**config.mk**
```make
export PLATFORM = sky130hd
export DESIGN_NAME = ws2812_tx_flat
export DESIGN_NICKNAME = d
export VERILOG_FILES = /design/src/rtl/ws2812_pkg.sv /design/src/rtl/ws2812_if.sv /design/src/rtl/ws2812_tx.sv /design/src/flat_wrapper.sv
export SDC_FILE = /design/constraint.sdc
export NUM_CORES = 1
export LEC_CHECK = 0
export CORE_MARGIN = 5
export CORE_UTILIZATION = 30
export DETAILED_ROUTE_END_ITERATION = 7
export HOLD_SLACK_MARGIN = 0.12
export PLACE_DENSITY_LB_ADDON = 0.3
export SETUP_SLACK_MARGIN = 0.05
export SYNTH_ARGS = -nofsm -noshare
export SYNTH_HDL_FRONTEND = slang
export SYNTH_SLANG_ARGS = --single-unit
```
**constraint.sdc**
```tcl
create_clock -name clk -period 6 [get_ports clk]
set_clock_uncertainty 0.1 [all_clocks]
set_input_delay 1.2 -clock clk [delete_from_list [all_inputs] [get_ports clk]]
set_output_delay 1.2 -clock clk [all_outputs]
set_load 0.005 [all_outputs]
```
**src/rtl/ws2812_pkg.sv**
```systemverilog
`default_nettype none
// ============================================================================
// Module      : ws2812_pkg
// Description : Shared types and 16 MHz timing defaults for the WS2812 driver.
// Revision    : 1.0 - initial release
// ============================================================================
package ws2812_pkg;

    // Driver FSM states
    typedef enum logic [1:0] {
        ST_IDLE  = 2'd0,
        ST_SEND  = 2'd1,
        ST_LATCH = 2'd2
    } state_e;

    // Default bit timing at 16 MHz (62.5 ns per cycle)
    localparam int c_T0H_CYC = 6;     // 375 ns
    localparam int c_T1H_CYC = 13;    // 812.5 ns
    localparam int c_BIT_CYC = 20;    // 1.25 us
    localparam int c_RST_CYC = 1280;  // 80 us latch gap
    localparam int c_CNT_W   = 11;

    // One LED pixel in wire order (G first, MSB first)
    typedef struct packed {
        logic [7:0] g;
        logic [7:0] r;
        logic [7:0] b;
    } grb_pixel_t;

endpackage
`default_nettype wire

```
**src/rtl/ws2812_if.sv**
```systemverilog
`default_nettype none
// ============================================================================
// Module      : ws2812_if
// Description : Valid/ready pixel stream feeding a WS2812 chain driver.
// Revision    : 1.0 - initial release
// ============================================================================
interface ws2812_if;

    logic        pix_valid;
    logic        pix_ready;
    logic [23:0] pix_data;   // {G, R, B}
    logic        pix_last;

    modport master (
        output pix_valid,
        output pix_data,
        output pix_last,
        input  pix_ready
    );

    modport slave (
        input  pix_valid,
        input  pix_data,
        input  pix_last,
        output pix_ready
    );

endinterface
`default_nettype wire

```
**src/rtl/ws2812_tx.sv**
```systemverilog
`default_nettype none
// ============================================================================
// Module      : ws2812_tx
// Description : WS2812 single-wire NRZ serialiser. Accepts 24-bit GRB pixels
//               over a valid/ready stream, emits them MSB first and closes
//               each frame with a low latch gap.
// Revision    : 1.0 - initial release
// ============================================================================
module ws2812_tx
    import ws2812_pkg::*;
#(
    parameter int T0H_CYC = c_T0H_CYC,
    parameter int T1H_CYC = c_T1H_CYC,
    parameter int BIT_CYC = c_BIT_CYC,
    parameter int RST_CYC = c_RST_CYC,
    parameter int CNT_W   = c_CNT_W
) (
    input  wire logic  clk,
    input  wire logic  reset_n,
    ws2812_if.slave    pix,
    output logic       busy,
    output logic       underrun,
    input  wire logic  underrun_clr,
    output logic       led_dout
);

    state_e             r_state;
    state_e             w_state_next;
    logic [23:0]        r_shift;
    logic               r_last;
    logic [4:0]         r_bit_idx;
    logic [CNT_W-1:0]   r_cyc;
    logic               r_led;
    logic               r_underrun;

    logic               w_bit_end;
    logic               w_pix_end;
    logic               w_latch_end;
    logic               w_ready;
    logic               w_transfer;
    logic               w_underrun_set;
    logic [CNT_W-1:0]   w_thresh;
    logic               w_led_next;

    assign w_bit_end   = (r_cyc == CNT_W'(BIT_CYC - 1));
    assign w_pix_end   = (r_state == ST_SEND) && w_bit_end && (r_bit_idx == 5'd0);
    assign w_latch_end = (r_state == ST_LATCH) && (r_cyc == CNT_W'(RST_CYC - 1));

    // Gated by reset_n so no pixel is ever offered as accepted while in reset
    assign w_ready    = reset_n && ((r_state == ST_IDLE) || (w_pix_end && !r_last));
    assign w_transfer = pix.pix_valid && w_ready;

    assign w_underrun_set = w_pix_end && !w_transfer && !r_last;
    assign w_thresh       = r_shift[23] ? CNT_W'(T1H_CYC) : CNT_W'(T0H_CYC);
    assign w_led_next     = (r_state == ST_SEND) && (r_cyc < w_thresh);

    assign pix.pix_ready = w_ready;
    assign busy          = (r_state != ST_IDLE);
    assign underrun      = r_underrun;
    assign led_dout      = r_led;

    // State register
    always_ff @(posedge clk) begin
        if (!reset_n) begin
            r_state <= ST_IDLE;
        end else begin
            r_state <= w_state_next;
        end
    end

    // Next-state decode
    always_comb begin
        w_state_next = r_state;
        case (r_state)
            ST_IDLE: begin
                if (w_transfer) w_state_next = ST_SEND;
            end
            ST_SEND: begin
                // A chained transfer keeps us in SEND with no gap
                if (w_pix_end && !w_transfer) w_state_next = ST_LATCH;
            end
            ST_LATCH: begin
                if (w_latch_end) w_state_next = ST_IDLE;
            end
            default: w_state_next = ST_IDLE;
        endcase
    end

    // Pixel shifter, bit index and shared bit/latch cycle counter
    always_ff @(posedge clk) begin
        if (!reset_n) begin
            r_shift   <= '0;
            r_last    <= 1'b0;
            r_bit_idx <= '0;
            r_cyc     <= '0;
        end else if (w_transfer) begin
            r_shift   <= pix.pix_data;
            r_last    <= pix.pix_last;
            r_bit_idx <= 5'd23;
            r_cyc     <= '0;
        end else begin
            case (r_state)
                ST_SEND: begin
                    if (w_bit_end) begin
                        r_shift   <= {r_shift[22:0], 1'b0};
                        r_bit_idx <= r_bit_idx - 5'd1;
                        r_cyc     <= '0;
                    end else begin
                        r_cyc <= r_cyc + CNT_W'(1);
                    end
                end
                ST_LATCH: begin
                    r_cyc <= w_latch_end ? '0 : r_cyc + CNT_W'(1);
                end
                default: r_cyc <= '0;
            endcase
        end
    end

    // Registered line driver; lags the counter by one cycle so it never glitches
    always_ff @(posedge clk) begin
        if (!reset_n) begin
            r_led <= 1'b0;
        end else begin
            r_led <= w_led_next;
        end
    end

    // Sticky underrun flag; a new underrun beats a simultaneous clear
    always_ff @(posedge clk) begin
        if (!reset_n) begin
            r_underrun <= 1'b0;
        end else if (w_underrun_set) begin
            r_underrun <= 1'b1;
        end else if (underrun_clr) begin
            r_underrun <= 1'b0;
        end
    end

endmodule
`default_nettype wire

```
**src/flat_wrapper.sv**
```systemverilog
// flat-port wrapper written by rule: the top's interface ports become plain ports
module ws2812_tx_flat import ws2812_pkg::*;
#(
    parameter int T0H_CYC = c_T0H_CYC,
    parameter int T1H_CYC = c_T1H_CYC,
    parameter int BIT_CYC = c_BIT_CYC,
    parameter int RST_CYC = c_RST_CYC,
    parameter int CNT_W   = c_CNT_W
)
  (clk, reset_n, busy, underrun, underrun_clr, led_dout, pix_pix_valid, pix_pix_data, pix_pix_last, pix_pix_ready);
  ws2812_if pix_i ();
  input  wire logic clk;
  input  wire logic reset_n;
  output logic busy;
  output logic underrun;
  input  wire logic underrun_clr;
  output logic led_dout;
  input wire logic [$bits(pix_i.pix_valid)-1:0] pix_pix_valid;
  input wire logic [$bits(pix_i.pix_data)-1:0] pix_pix_data;
  input wire logic [$bits(pix_i.pix_last)-1:0] pix_pix_last;
  output wire logic [$bits(pix_i.pix_ready)-1:0] pix_pix_ready;
  assign pix_i.pix_valid = pix_pix_valid;
  assign pix_i.pix_data = pix_pix_data;
  assign pix_i.pix_last = pix_pix_last;
  assign pix_pix_ready = pix_i.pix_ready;
  ws2812_tx #(.T0H_CYC(T0H_CYC), .T1H_CYC(T1H_CYC), .BIT_CYC(BIT_CYC), .RST_CYC(RST_CYC), .CNT_W(CNT_W)) u_core (.clk(clk), .reset_n(reset_n), .pix(pix_i), .busy(busy), .underrun(underrun), .underrun_clr(underrun_clr), .led_dout(led_dout));
endmodule
```
==> reports/qor.txt, run 1 <==
Status -> completed
Initial Util -> 31.09%
Num CTS Buffers -> 5
Via-to-Cell Ratio -> 4.661
Seq pwr share -> 47.5%
Hold/Removal Path Class -> flop to flop
# rows -> 30
Final TNS setup -> 0 ns
Initial antenna violation count -> 0
Pins Over Slew Limit -> 0
Top cells by area, synth -> dfxtp_1 42%, mux2i_1 11%, a21oi_1 5.6%
Core Footprint -> 6869 um^2
Wirelength, routed -> 4079 um
Internal -> 549.1 uW
Largest family of logic cells by synthesized area -> compound AO/OA/AOI/OAI gates
FF+latch count, synth -> 45
Leading area contributor after synthesis -> dfxtp_1
Most frequent cells in the layout -> 45 x dfxtp_1, 32 x clkdlybuf4s50_1, 24 x mux2i_1, 24 x a21oi_1, 23 x o21ai_1
Synth Area in Simple Gates -> 12.95%
Filler cells -> 714
Critical path launch point type -> flop
Hold Fails Final Rpt -> 0
Post-CTS setup buffer count -> 0
Sw power -> 216.9 uW
Setup CP Type -> flop to primary output
CTS tree -> built
Synth Area in Compound Gates -> 17.75%
Max clock buf depth -> 2
Critical path endpoint category -> primary output
Die area -> 8907 um^2
Tot GR Track Use -> 9.977%
Diode count -> 0
Syn Inst Count -> 234
Hold Buf Count CTS -> 0
Xor-xnor portion of the synthesized cell area -> 5.331%
Total gr overflow -> 0
Vias in the first global route -> 1588
Worst-path clk slew -> 0.08 ns
DR pass1 iterations -> 4
Synthesized area per cell -> 9.127 um^2
CTS sink cnt -> 45
Pwr/cell area -> 292.1 nW/um^2
CTS resizes -> 0
Die H -> 94.38 um
Mux contribution to synthesized area -> 11.25%
Worst path required time -> 4.70 ns
Share of cells above drive strength 1 -> 5.364%
Routed Antenna Nets -> 0
Synthesized-area fraction occupied by adder cells -> 4.687%
Max VDD drop -> 0.1081 mV
Largest net degree at the start of global routing -> 53
Lkg Pwr -> 1.106 nW
Clk Latency, worst-skew pair -> 0.30 ns
Commonest non-fill, non-tap cell in the layout -> dfxtp_1
Sw Ratio -> 28.32%
GPL Wtd Cong -> 0.7692
Clock power share -> 30.1%
Drc violations -> 0
Fin worst setup slack -> 1.549 ns
Comb pwr share -> 22.4%
H-tree depth -> 2
Layout Nets -> 297
Synth top area share -> 42.18%
Max Freq -> 224.6 MHz
Post-Syn Area -> 2136 um^2
Worst Path Arrival -> 3.15 ns
P&R area growth vs syn -> 22.79%
Min Tclk post-route -> 4.451 ns
DR WL/cell -> 11.43 um
CTS Root Cell -> clkbuf_8
Rel. slew slack -> 61.58%
Max-Cap Viols -> 0
Unrepaired setup endpoints after global routing -> false
Count of warnings emitted by yosys -> 0
Via count -> 1664
Setup Viol. Count Final -> 0
Register area share after synthesis -> 42.18%
I/O Buffers -> 32
Chip width -> 94.38 um
# IOs -> 33
Post-Syn Nets -> 271
Critical path peak fanout -> 34
Crit share post-route -> 74.19%
Global-route wire length before repair -> 7093 um
Post-Place Worst Slack -> 1.893 ns
Final HPWL DP -> 2802 um
Library cells used by synthesis -> 38
Slew @ Worst Pin -> 0.5688 ns
Starting DRT DRC Count -> 57
[per-stage QoR]
stage / hold WS [ns] / util (%) / total power, mW / instance area [um^2] / cells
final: 0.3796 / 38.18 / 0.7660 / 2623 / 357
after detailed placement: 0.3676 / 36.56 / 0.5455 / 2511 / 349
after global placement: 0.3593 / 36.56 / 0.5438 / 2511 / 349
after floorplan: 0.3379 / - / 0.4953 / 2136 / 234
after CTS: 0.3872 / 38.18 / 0.7772 / 2623 / 357
after global routing: 0.4202 / 38.18 / 0.8153 / 2623 / 357
[registers in the layout, summed over array words and instances (netlist names)]
name,cells
u_core.r_last,1
u_core.led_dout,1
u_core.underrun,1
u_core.r_cyc,11
u_core.r_state,2
u_core.r_bit_idx,5
u_core.r_shift,24
[cell type report]
| cell class | instances | area [um^2] | area share [%] |
|---|---|---|---|
| Inverter | 12 | 45.04 | 1.718 |
| Timing Repair Buffer | 34 | 335.3 | 12.79 |
| Clock buffer | 6 | 72.57 | 2.767 |
| Multi-Input combinational cell | 162 | 1110 | 42.32 |
| Clock inverter | 2 | 38.79 | 1.479 |
| Sequential cell | 45 | 900.9 | 34.35 |
| Tap cell | 96 | 120.1 | 4.580 |
[cells in the mapped netlist, drive strengths merged]
| master | count |
|---|---|
| o41ai | 2 |
| nor2b | 1 |
| or4 | 2 |
| nand2b | 1 |
| or4bb | 1 |
| nand3 | 4 |
| ha | 8 |
| nor4 | 4 |
| or2 | 1 |
| a32o | 1 |
| and2 | 2 |
| dfxtp | 45 |
| o21ai | 25 |
| clkbuf | 6 |
| a21oi | 24 |
| nand4 | 4 |
| nand2 | 8 |
| a31oi | 1 |
| nand3b | 1 |
| and3 | 2 |
| or4b | 2 |
| nor3 | 3 |
| xor2 | 5 |
| o31a | 1 |
| o211ai | 4 |
| mux2i | 24 |
| buf | 9 |
| o21a | 2 |
| xnor2 | 8 |
| a21boi | 5 |
| nor2 | 16 |
| inv | 12 |
[power by group through the flow]
stage | logic, mW | clock network (mW) | registers (mW)
after CTS | 0.175 | 0.238 | 0.364
after global routing | 0.196 | 0.249 | 0.370
after detailed placement | 0.174 | 0 | 0.371
after floorplan | 0.130 | 0 | 0.365
final | 0.172 | 0.230 | 0.364
after global placement | 0.173 | 0 | 0.371
[critical path: stages (launching register included)]
cell and delay (ns):
dfxtp_1 0.39, ha_1 0.28, or4bb_1 0.55, or4_1 0.43, buf_4 0.30, nor3_1 0.28, o21a_1 0.14, clkdlybuf4s50_1 0.49
[worst paths after layout]
| check | cells after the start | endpoint | slack [ns] | from |
|---|---|---|---|---|
| worst max register to register | 7 | u_core.r_cyc[2] | 2.65 | u_core.r_cyc[0] |
| worst min register to register | 1 | u_core.r_cyc[0] | 0.38 | u_core.r_cyc[0] |
| worst max-delay path | 7 | pix_pix_ready | 1.55 | u_core.r_cyc[0] |
| worst min-delay path | 1 | u_core.r_cyc[0] | 0.38 | u_core.r_cyc[0] |
[kinds of logic after synthesis]
| kind of cell | Yosys count |
|---|---|
| compound gates | 65 |
| xor+xnor | 13 |
| fa+ha+maj | 8 |
| buf+inv | 27 |
| flops | 45 |
| mux | 24 |
| simple gates | 52 |
[layer usage]
layer  GRT usage (%)  share of wire (%)  up-vias
met4           3.971                1.3        0
met2           15.72                 44       34
met3           2.709                3.6        5
li1                -                  -      887
met1           12.93                 51      738
met5               0                  0        -
No activity file was read; power rests on OpenSTA's default activity.
==> run 2, diff against run 1 <==
==> constraint.sdc (replaced) <==
create_clock -name clk -period 3.57 [get_ports clk]
set_clock_uncertainty 0.1 [all_clocks]
set_input_delay 0.714 -clock clk [delete_from_list [all_inputs] [get_ports clk]]
set_output_delay 0.714 -clock clk [all_outputs]
set_load 0.005 [all_outputs]
==> run 2 against run 1 <==
- combinational power increased by 73%
- count of clock-buffer cells in the layout decreased by 1
- via count increased by 1.6%
- global-route usage increased by 0.098 points
- sequential power increased by 69%
- worst hold slack got worse by 0.041 ns
- flip-flop and latch count unchanged
- wire length increased by 2.1%
- core utilization increased by 0.18 points
- clock power increased by 36%
- non-clock buffer count increased by 2
==> reports/qor.txt, run 2 (synthesis results as in run 1) <==
Status -> completed
Worst hold path depth -> 1
Register Area -> 905.9 um^2
Worst Path Arrival -> 3.22 ns
CTS tree -> built
GPL Wtd Cong -> 0.7905
Global-route wire length before repair -> 7245 um
Largest register FFs -> 24
Placed cells -> 351
R2R setup slack -> 0.42 ns
Share of cells above drive strength 1 -> 8.015%
Total gr overflow -> 0
Die area -> 8907 um^2
Num CTS Buffers -> 5
Die H -> 94.38 um
Hold endpoint -> u_core.r_cyc[0]
Worst-path clk slew -> 0.09 ns
Reg2Reg Depth -> 7
Vias in the first global route -> 1600
Max Freq -> 317.5 MHz
Final TNS setup -> 0 ns
Area occupied by multi-input gates -> 1129 um^2
Core Footprint -> 6869 um^2
Min Tclk post-route -> 3.149 ns
Commonest non-fill, non-tap cell in the layout -> dfxtp_1
Crit path buf inv count -> 1
Pwr Total -> 1.224 mW
Final HPWL DP -> 2928 um
Unrepaired setup endpoints after global routing -> false
Hold wc startpoint -> u_core.r_cyc[0]
Max VDD drop -> 0.1679 mV
Filler cells -> 701
Crit path max-delay family -> simple AND/OR/NAND/NOR gates
Worst path required time -> 3.64 ns
Via count -> 1691
Hold Buf Count CTS -> 0
Critical path peak fanout -> 33
Diode count -> 0
Rel. slew slack -> 56.68%
Non-filler instance count after layout -> 358
Via-to-Cell Ratio -> 4.723
Hold/Removal Path Class -> flop to flop
Most frequent cells in the layout -> 43 x dfxtp_1, 31 x clkdlybuf4s50_1, 24 x mux2i_1, 24 x a21oi_1, 23 x o21ai_1
Critical path endpoint category -> flop
DR WL/cell -> 11.63 um
Crit-path slowest cell -> or4bb_4
Initial Util -> 31.09%
# rows -> 30
Chip width -> 94.38 um
H-tree depth -> 2
Lkg Pwr -> 1.124 nW
Starting DRT DRC Count -> 47
P&R area growth vs syn -> 23.37%
CTS Root Cell -> clkbuf_8
Pwr/cell area -> 464.6 nW/um^2
Largest net degree at the start of global routing -> 38
# IOs -> 33
Max-Cap Viols -> 0
Fin worst setup slack -> 0.4207 ns
Layout Nets -> 299
Wirelength, routed -> 4165 um
Worst R2R End -> u_core.r_cyc[6]
Largest regs -> u_core.r_shift: 24 flops, u_core.r_cyc: 11 flops, u_core.r_bit_idx: 5 flops
Pins Over Slew Limit -> 0
Setup Viol. Count Final -> 0
Crit-path cells -> ha_1 > or4bb_4 > or4_4 > buf_4 > o31a_4 > nand4_1 > nor2_1
Setup CP Type -> flop to flop
DR pass1 iterations -> 4
Initial antenna violation count -> 0
Critical path launch point type -> flop
Slew @ Worst Pin -> 0.6415 ns
Largest register by flop count -> u_core.r_shift
Clk Latency, worst-skew pair -> 0.30 ns
Hold Slack -> 0.3386 ns
Routed Antenna Nets -> 0
I/O Buffers -> 32
Drc violations -> 0
Post-Place Worst Slack -> 0.3269 ns
Crit-path max cell delay -> 0.54 ns
Tot GR Track Use -> 10.07%
Origin of the critical flop-to-flop path -> u_core.r_cyc[0]
Crit share post-route -> 88.22%
CTS sink cnt -> 45
Max clock buf depth -> 2
Hold Fails Final Rpt -> 0
## run 2: cell type report
class / instances / area share (%)
multi-input cells: 162 / 42.83
flip-flops and latches: 45 / 34.38
repair buffers: 36 / 13.39
well taps: 96 / 4.558
clock buffers: 5 / 2.612
inverters: 12 / 1.709
clock inverters: 2 / 0.5223
## run 2: timing repair
| item | CTS | global route |
|---|---|---|
| endpoints found under the setup margin | 1 | 1 |
| pin swaps | 0 | 1 |
| buffers inserted | 0 | 0 |
| resized for setup | 3 | 5 |
## run 2: worst max path at each step
stage | from | to | slack, ns | depth (start not counted)
floorplan | u_core.r_cyc[0] | pix_pix_ready | 0.75 | 6
global placement | u_core.r_cyc[0] | pix_pix_ready | 0.36 | 6
detailed placement | u_core.r_cyc[0] | pix_pix_ready | 0.33 | 6
CTS | u_core.r_cyc[1] | pix_pix_ready | 0.07 | 6
global route | u_core.r_cyc[0] | u_core.r_cyc[6] | 0.24 | 7
finish | u_core.r_cyc[0] | u_core.r_cyc[6] | 0.42 | 7
## run 2: routing by layer
| metal | up-vias | share of wire [%] | GRT usage (%) |
|---|---|---|---|
| met4 | 0 | 0.77 | 2.888 |
| met1 | 770 | 52 | 13.02 |
| met2 | 27 | 43 | 15.84 |
| met5 | - | 0 | 0 |
| met3 | 4 | 4.0 | 3.586 |
| li1 | 890 | - | - |
## run 2: worst register-to-register path, cell delays in order, from the launching register on
cell	delay (ns)
dfxtp_4	0.37
ha_1	0.15
or4bb_4	0.54
or4_4	0.53
buf_4	0.30
o31a_4	0.53
nand4_1	0.41
nor2_1	0.10
## run 2: per-stage QoR
stage          util (%)  cell area, um^2
4_1_cts           38.12             2619
2_1_floorplan         -             2136
3_3_place_gp      36.78             2526
6_report          38.36             2635
3_5_place_dp      36.78             2526
5_1_grt           38.36             2635
## run 2: where the power goes
group / internal [mW] / switching [mW] / total [mW]
registers: 0.573 / 0.0420 / 0.615
logic: 0.143 / 0.154 / 0.297
clock network: 0.135 / 0.178 / 0.313
total: 0.851 / 0.373 / 1.22
==> run 3, diff against run 2 <==
==> constraint.sdc (replaced) <==
create_clock -name clk -period 3.4 [get_ports clk]
set_clock_uncertainty 0.1 [all_clocks]
set_input_delay 0.68 -clock clk [delete_from_list [all_inputs] [get_ports clk]]
set_output_delay 0.68 -clock clk [all_outputs]
set_load 0.005 [all_outputs]
==> run 3 against run 2 <==
- combinational power increased by 5%
- final cell count increased by 0.84%
- core utilization is 0.35 points higher
- flip-flop and latch count did not move
- clock power rose by 13%
==> reports/qor.txt, run 3 (synthesis results as in run 1) <==
Status -> completed
Final TNS setup -> 0 ns
Critical path peak fanout -> 3
Num CTS Buffers -> 5
Rel. slew slack -> 53.45%
Die area -> 8907 um^2
Crit-path max cell delay -> 0.54 ns
Lkg Pwr -> 1.128 nW
Post-Place Worst Slack -> 0.1979 ns
R2R setup slack -> 0.38 ns
Most frequent cells in the layout -> 44 x dfxtp_1, 31 x clkdlybuf4s50_1, 24 x mux2i_1, 24 x a21oi_1, 23 x o21ai_1
Crit-path cells -> ha_1 > or4bb_4 > or4_4 > nor3_4 > o21a_1 > dlygate4sd2_1
Initial antenna violation count -> 0
Starting DRT DRC Count -> 28
Min Tclk post-route -> 3.166 ns
Pwr/cell area -> 492.3 nW/um^2
Hold Buf Count CTS -> 0
Max-Cap Viols -> 0
Initial Util -> 31.09%
Total gr overflow -> 0
Diode count -> 0
Worst-path clk slew -> 0.08 ns
CTS Root Cell -> clkbuf_8
Largest register by flop count -> u_core.r_shift
CTS tree -> built
Slew @ Worst Pin -> 0.6893 ns
Clk Latency, worst-skew pair -> 0.30 ns
Hold Fails Final Rpt -> 0
GPL Wtd Cong -> 0.7369
Crit-path slowest cell -> or4bb_4
Tot GR Track Use -> 10.05%
Pwr Total -> 1.309 mW
Hold Slack -> 0.3970 ns
DR WL/cell -> 11.37 um
Commonest non-fill, non-tap cell in the layout -> dfxtp_1
Max VDD drop -> 0.2302 mV
Max clock buf depth -> 2
Layout Nets -> 301
Share of cells above drive strength 1 -> 8.679%
Wirelength, routed -> 4103 um
Fin util -> 38.71%
Setup Viol. Count Final -> 0
Worst Path Arrival -> 2.39 ns
I/O Buffers -> 32
Critical path launch point type -> flop
Routed Antenna Nets -> 0
Die H -> 94.38 um
Global-route wire length before repair -> 7217 um
Core Footprint -> 6869 um^2
Setup CP Type -> flop to primary output
Final HPWL DP -> 2910 um
H-tree depth -> 2
Largest register FFs -> 24
Critical path endpoint category -> primary output
Largest net degree at the start of global routing -> 52
Filler cells -> 704
Unrepaired setup endpoints after global routing -> false
Drc violations -> 0
Worst path required time -> 2.62 ns
Crit share post-route -> 93.13%
DR pass1 iterations -> 4
Fin worst setup slack -> 0.2336 ns
CTS sink cnt -> 45
P&R area growth vs syn -> 24.49%
# rows -> 30
Chip width -> 94.38 um
Vias in the first global route -> 1635
Pins Over Slew Limit -> 0
# IOs -> 33
Max Freq -> 315.8 MHz
Via count -> 1685
Hold/Removal Path Class -> flop to flop
Largest regs -> u_core.r_shift: 24 flops, u_core.r_cyc: 11 flops, u_core.r_bit_idx: 5 flops
Via-to-Cell Ratio -> 4.668
run 3: cell count changes in the layout (fill, tap and decap cells not counted):
cell / change
clkinv_2: -1
dfxtp_4: -1
dlymetal6s2s_1: -1
dlygate4sd2_1: +1
clkinvlp_4: +1
clkbuf_8: +1
buf_4: +2
dfxtp_1: +1
run 3: cell type report:
class,instances,area [um^2],area share (%)
clock inverters,2,16.27,0.6118
repair buffers,38,364.1,13.69
inverters,12,45.04,1.694
well taps,96,120.1,4.518
multi-input cells,162,1129,42.45
flip-flops and latches,45,902.1,33.93
clock buffers,6,82.58,3.106
run 3: timing repair:
item / 4_1_cts / 5_1_grt
endpoints found under the hold margin: 0 / 0
setup endpoints to repair: 1 / 0
buffers inserted: 1 / 0
gates resized for setup: 6 / 0
run 3: final timing paths:
check,from,to,depth (start not counted)
hold / removal,u_core.r_state[0],u_core.r_state[0],2
setup / recovery,u_core.r_cyc[1],pix_pix_ready,6
hold reg to reg,u_core.r_state[0],u_core.r_state[0],2
setup reg to reg,u_core.r_cyc[1],u_core.r_shift[20],8
run 3: per-stage QoR:
step,instance area (um^2),cells
6_report,2659,361
5_1_grt,2659,361
4_1_cts,2659,361
3_5_place_dp,2534,352
3_3_place_gp,2534,352
2_1_floorplan,2136,234
run 3: power breakdown:
part	switching [mW]	internal, mW	leakage (nW)
Combinational	0.160	0.150	0.710
Sequential	0.0427	0.601	0.370
Clock	0.187	0.167	0.0478
Total	0.390	0.919	1.13
run 3: critical path, delay by kind of cell (launching register included):
kind	cells	cell delay [ns]
fa+ha+maj	1	0.15
flops	1	0.33
buf+inv	1	0.23
simple gates	3	1.24
compound gates	1	0.13
run 3: layer usage:
metal | track usage (%) | vias up | part of all wire [%]
met5 | 0 | - | 0
met4 | 3.971 | 0 | 1.2
met3 | 2.948 | 5 | 4.4
met2 | 15.60 | 27 | 46
met1 | 13.10 | 766 | 49
li1 | - | 887 | -
==> variant (config.mk and constraints of run 2) <==
Make the reset (`reset_n`) asynchronous in 4 clocked blocks.
--- a/src/rtl/ws2812_tx.sv
+++ b/src/rtl/ws2812_tx.sv
@@ -60,7 +60,7 @@
     assign led_dout      = r_led;
 
     // State register
-    always_ff @(posedge clk) begin
+    always_ff @(posedge clk or negedge reset_n) begin
         if (!reset_n) begin
             r_state <= ST_IDLE;
         end else begin
@@ -87,7 +87,7 @@
     end
 
     // Pixel shifter, bit index and shared bit/latch cycle counter
-    always_ff @(posedge clk) begin
+    always_ff @(posedge clk or negedge reset_n) begin
         if (!reset_n) begin
             r_shift   <= '0;
             r_last    <= 1'b0;
@@ -118,7 +118,7 @@
     end
 
     // Registered line driver; lags the counter by one cycle so it never glitches
-    always_ff @(posedge clk) begin
+    always_ff @(posedge clk or negedge reset_n) begin
         if (!reset_n) begin
             r_led <= 1'b0;
         end else begin
@@ -127,7 +127,7 @@
     end
 
     // Sticky underrun flag; a new underrun beats a simultaneous clear
-    always_ff @(posedge clk) begin
+    always_ff @(posedge clk or negedge reset_n) begin
         if (!reset_n) begin
             r_underrun <= 1'b0;
         end else if (w_underrun_set) begin
Formal check against the unedited RTL: differs if reset_n is asserted again (counterexample within 4 cycles, from zero or initial values and one cycle with reset_n low); with reset_n held inactive, the same outputs for 10 cycles.
==> variant against run 2 <==
Register-to-register slack improved by 0.65 ns; power is 34% higher; area after synthesis increased by 14%; sequential power increased by 24%; critical endpoint is now pix_pix_ready; count of clock-buffer cells in the layout unchanged; sequential cell count is the same; core utilization is 1.9 points lower; routed wire length is 9.2% higher; non-clock buffer count decreased by 2; design area rose by 11%; setup slack worse by 0.084 ns.
==> variant: results (changes against run 2) <==
Place
  • Placed cell area: 2840 um2 (was 2530 um2)
  • Gpl congestion: 0.784 (was 0.791)
  • DP HPWL: 3290 um (was 2930 um)
  • Dpl ws: 0.636 ns (was 0.327 ns)
  • IO Port Bufs: 32 (unchanged)

Synthesis
  • Adder-cell share of the synthesized area: 4.10% (was 4.69%)
  • Compound-Gate Fraction of Synth Area: 5.28% (was 17.8%)
  • Main synth FF type: dfrtp_1 (was dfxtp_1)
  • Top post-synthesis cells by area: dfrtp_1 46%, mux2_2 14%, mux2_4 8.6% (was dfxtp_1 42%, mux2i_1 11%, a21oi_1 5.6%)
  • Sequential share of the synthesized area: 46.1% (was 42.2%)
  • Post-Syn Nets: 238 (was 271)
  • Multiplexer share of the synthesized area: 23.3% (was 11.2%)
  • Netlist cell types: 39 (was 38)
  • Fraction of synthesized cell area in xor and xnor cells: 3.59% (was 5.33%)
  • Commonest cells in the netlist: 45 x dfrtp_1, 31 x mux2_2, 14 x mux2_4 (was 45 x dfxtp_1, 24 x a21oi_1, 24 x mux2i_1)
  • Post-synth ARST share: 100% (was 0%)

Timing
  • Worst setup margin: 0.337 ns (was 0.421 ns)
  • Worst Max-Slew Pin Slew: 0.879 ns (was 0.641 ns)
  • Hold WS: 0.404 ns (was 0.339 ns)

Clocking
  • Clock Latency Late Sink: 0.30 ns (about the same)
  • Root Buffer Master: clkbuf_8 (unchanged)
  • Post-cts resize count: 0 (was 3)
  • CTS Buf Count: 5 (unchanged)
  • CTS H-Tree Depth: 2 (unchanged)

Setup path
  • Arr. time, crit path: 2.42 ns (was 3.22 ns)
  • Critical Path Source Type: flip-flop (unchanged)
  • Worst reg2reg path startpoint: u_core.r_state[1] (was u_core.r_cyc[0])
  • R2r setup slk: 1.07 ns (was 0.42 ns)
  • Max FO, Critical Path: 7 (was 33)

Route
  • Drt total wl: 4550 um (was 4170 um)
  • Pre-antenna DRT Iters: 4 (unchanged)
  • Vias: 1,582 (was 1,691)
  • First-iteration detailed-routing DRC count: 60 (was 47)

Global route
  • Grt met2 use: 16.3% (was 15.8%)
  • Pin count of the biggest net entering global routing: 46 (was 38)
  • Vias in the first global route: 1,703 (was 1,600)
  • Met3 usage: 2.08% (was 3.59%)
  • First-pass GRT wire length: 8020 um (was 7250 um)
  • Met1 Usage GRT: 12.7% (was 13.0%)
  • Total Routing Usage GR: 9.90% (was 10.1%)

Power
  • Leak: 1.26 nW (was 1.12 nW)
  • Max VDD drop: 185 uV (was 168 uV)
  • Sw Ratio: 28.8% (was 30.5%)

Run status
  • Outcome: complete, no violations (unchanged)

Hold path
  • Hold Crit Start: u_core.r_cyc[0] (unchanged)

Layout
  • FILL cells: 805 (was 701)
  • P&R area growth vs syn: 20.1% (was 23.4%)
  • Layout cell share with drive strength beyond 1: 25.4% (was 8.02%)
  • Nets: 272 (was 299)
-- variant: cell types whose count changed in the layout (fill, tap and decap cells not counted), sizes merged, moves of 5 or more --
cell    delta
mux2i     -23
a21oi     -22
a21boi     -5
dfrtp     +45
or3        +5
dfxtp     -45
xnor2      -6
mux2      +45
o21ai     -18
-- variant: layer usage --
layer	vias up	wire, um
li1	786	-
met5	-	0
met1	770	2100
met4	0	82
met3	5	145
met2	21	2220
-- variant: final timing paths --
check | endpoint | depth (start not counted)
setup / recovery | pix_pix_ready | 6
min in group asynchronous | u_core.r_cyc[7] | 2
hold reg to reg | u_core.r_cyc[0] | 1
setup reg to reg | u_core.r_cyc[5] | 6
max in group asynchronous | u_core.r_cyc[4] | 2
hold / removal | u_core.r_cyc[0] | 1
-- variant: worst max-delay path, stage by stage, from the launching register on --
cell             delay (ns)
dfrtp_1                0.42
inv_1                  0.09
ha_1                   0.31
nor4b_1                0.33
a41oi_2                0.23
and2b_1                0.25
clkdlybuf4s50_1        0.49
-- variant: layout make-up --
cell class	count	share of cell area, %
Clock buffer	5	2.35
Clock inverter	3	0.725
Inverter	11	1.41
Multi-Input combinational cell	138	41.4
Sequential cell	45	38.4
Tap cell	105	4.48
Timing Repair Buffer	34	11.3
-- variant: power by group through the flow --
stage          Combinational (mW)  Sequential (mW)  Clock [mW]
6_report                    0.562            0.760       0.322
5_1_grt                     0.629            0.789       0.352
4_1_cts                     0.575            0.764       0.334
3_5_place_dp                0.573            0.775           0
3_3_place_gp                0.559            0.768           0
2_1_floorplan               0.451            0.740           0
-- variant: metrics by stage --
stage	power (mW)	std cells
after floorplan	1.19	201
after global placement	1.33	333
after detailed placement	1.35	333
after CTS	1.67	341
after global routing	1.77	341
final	1.64	341
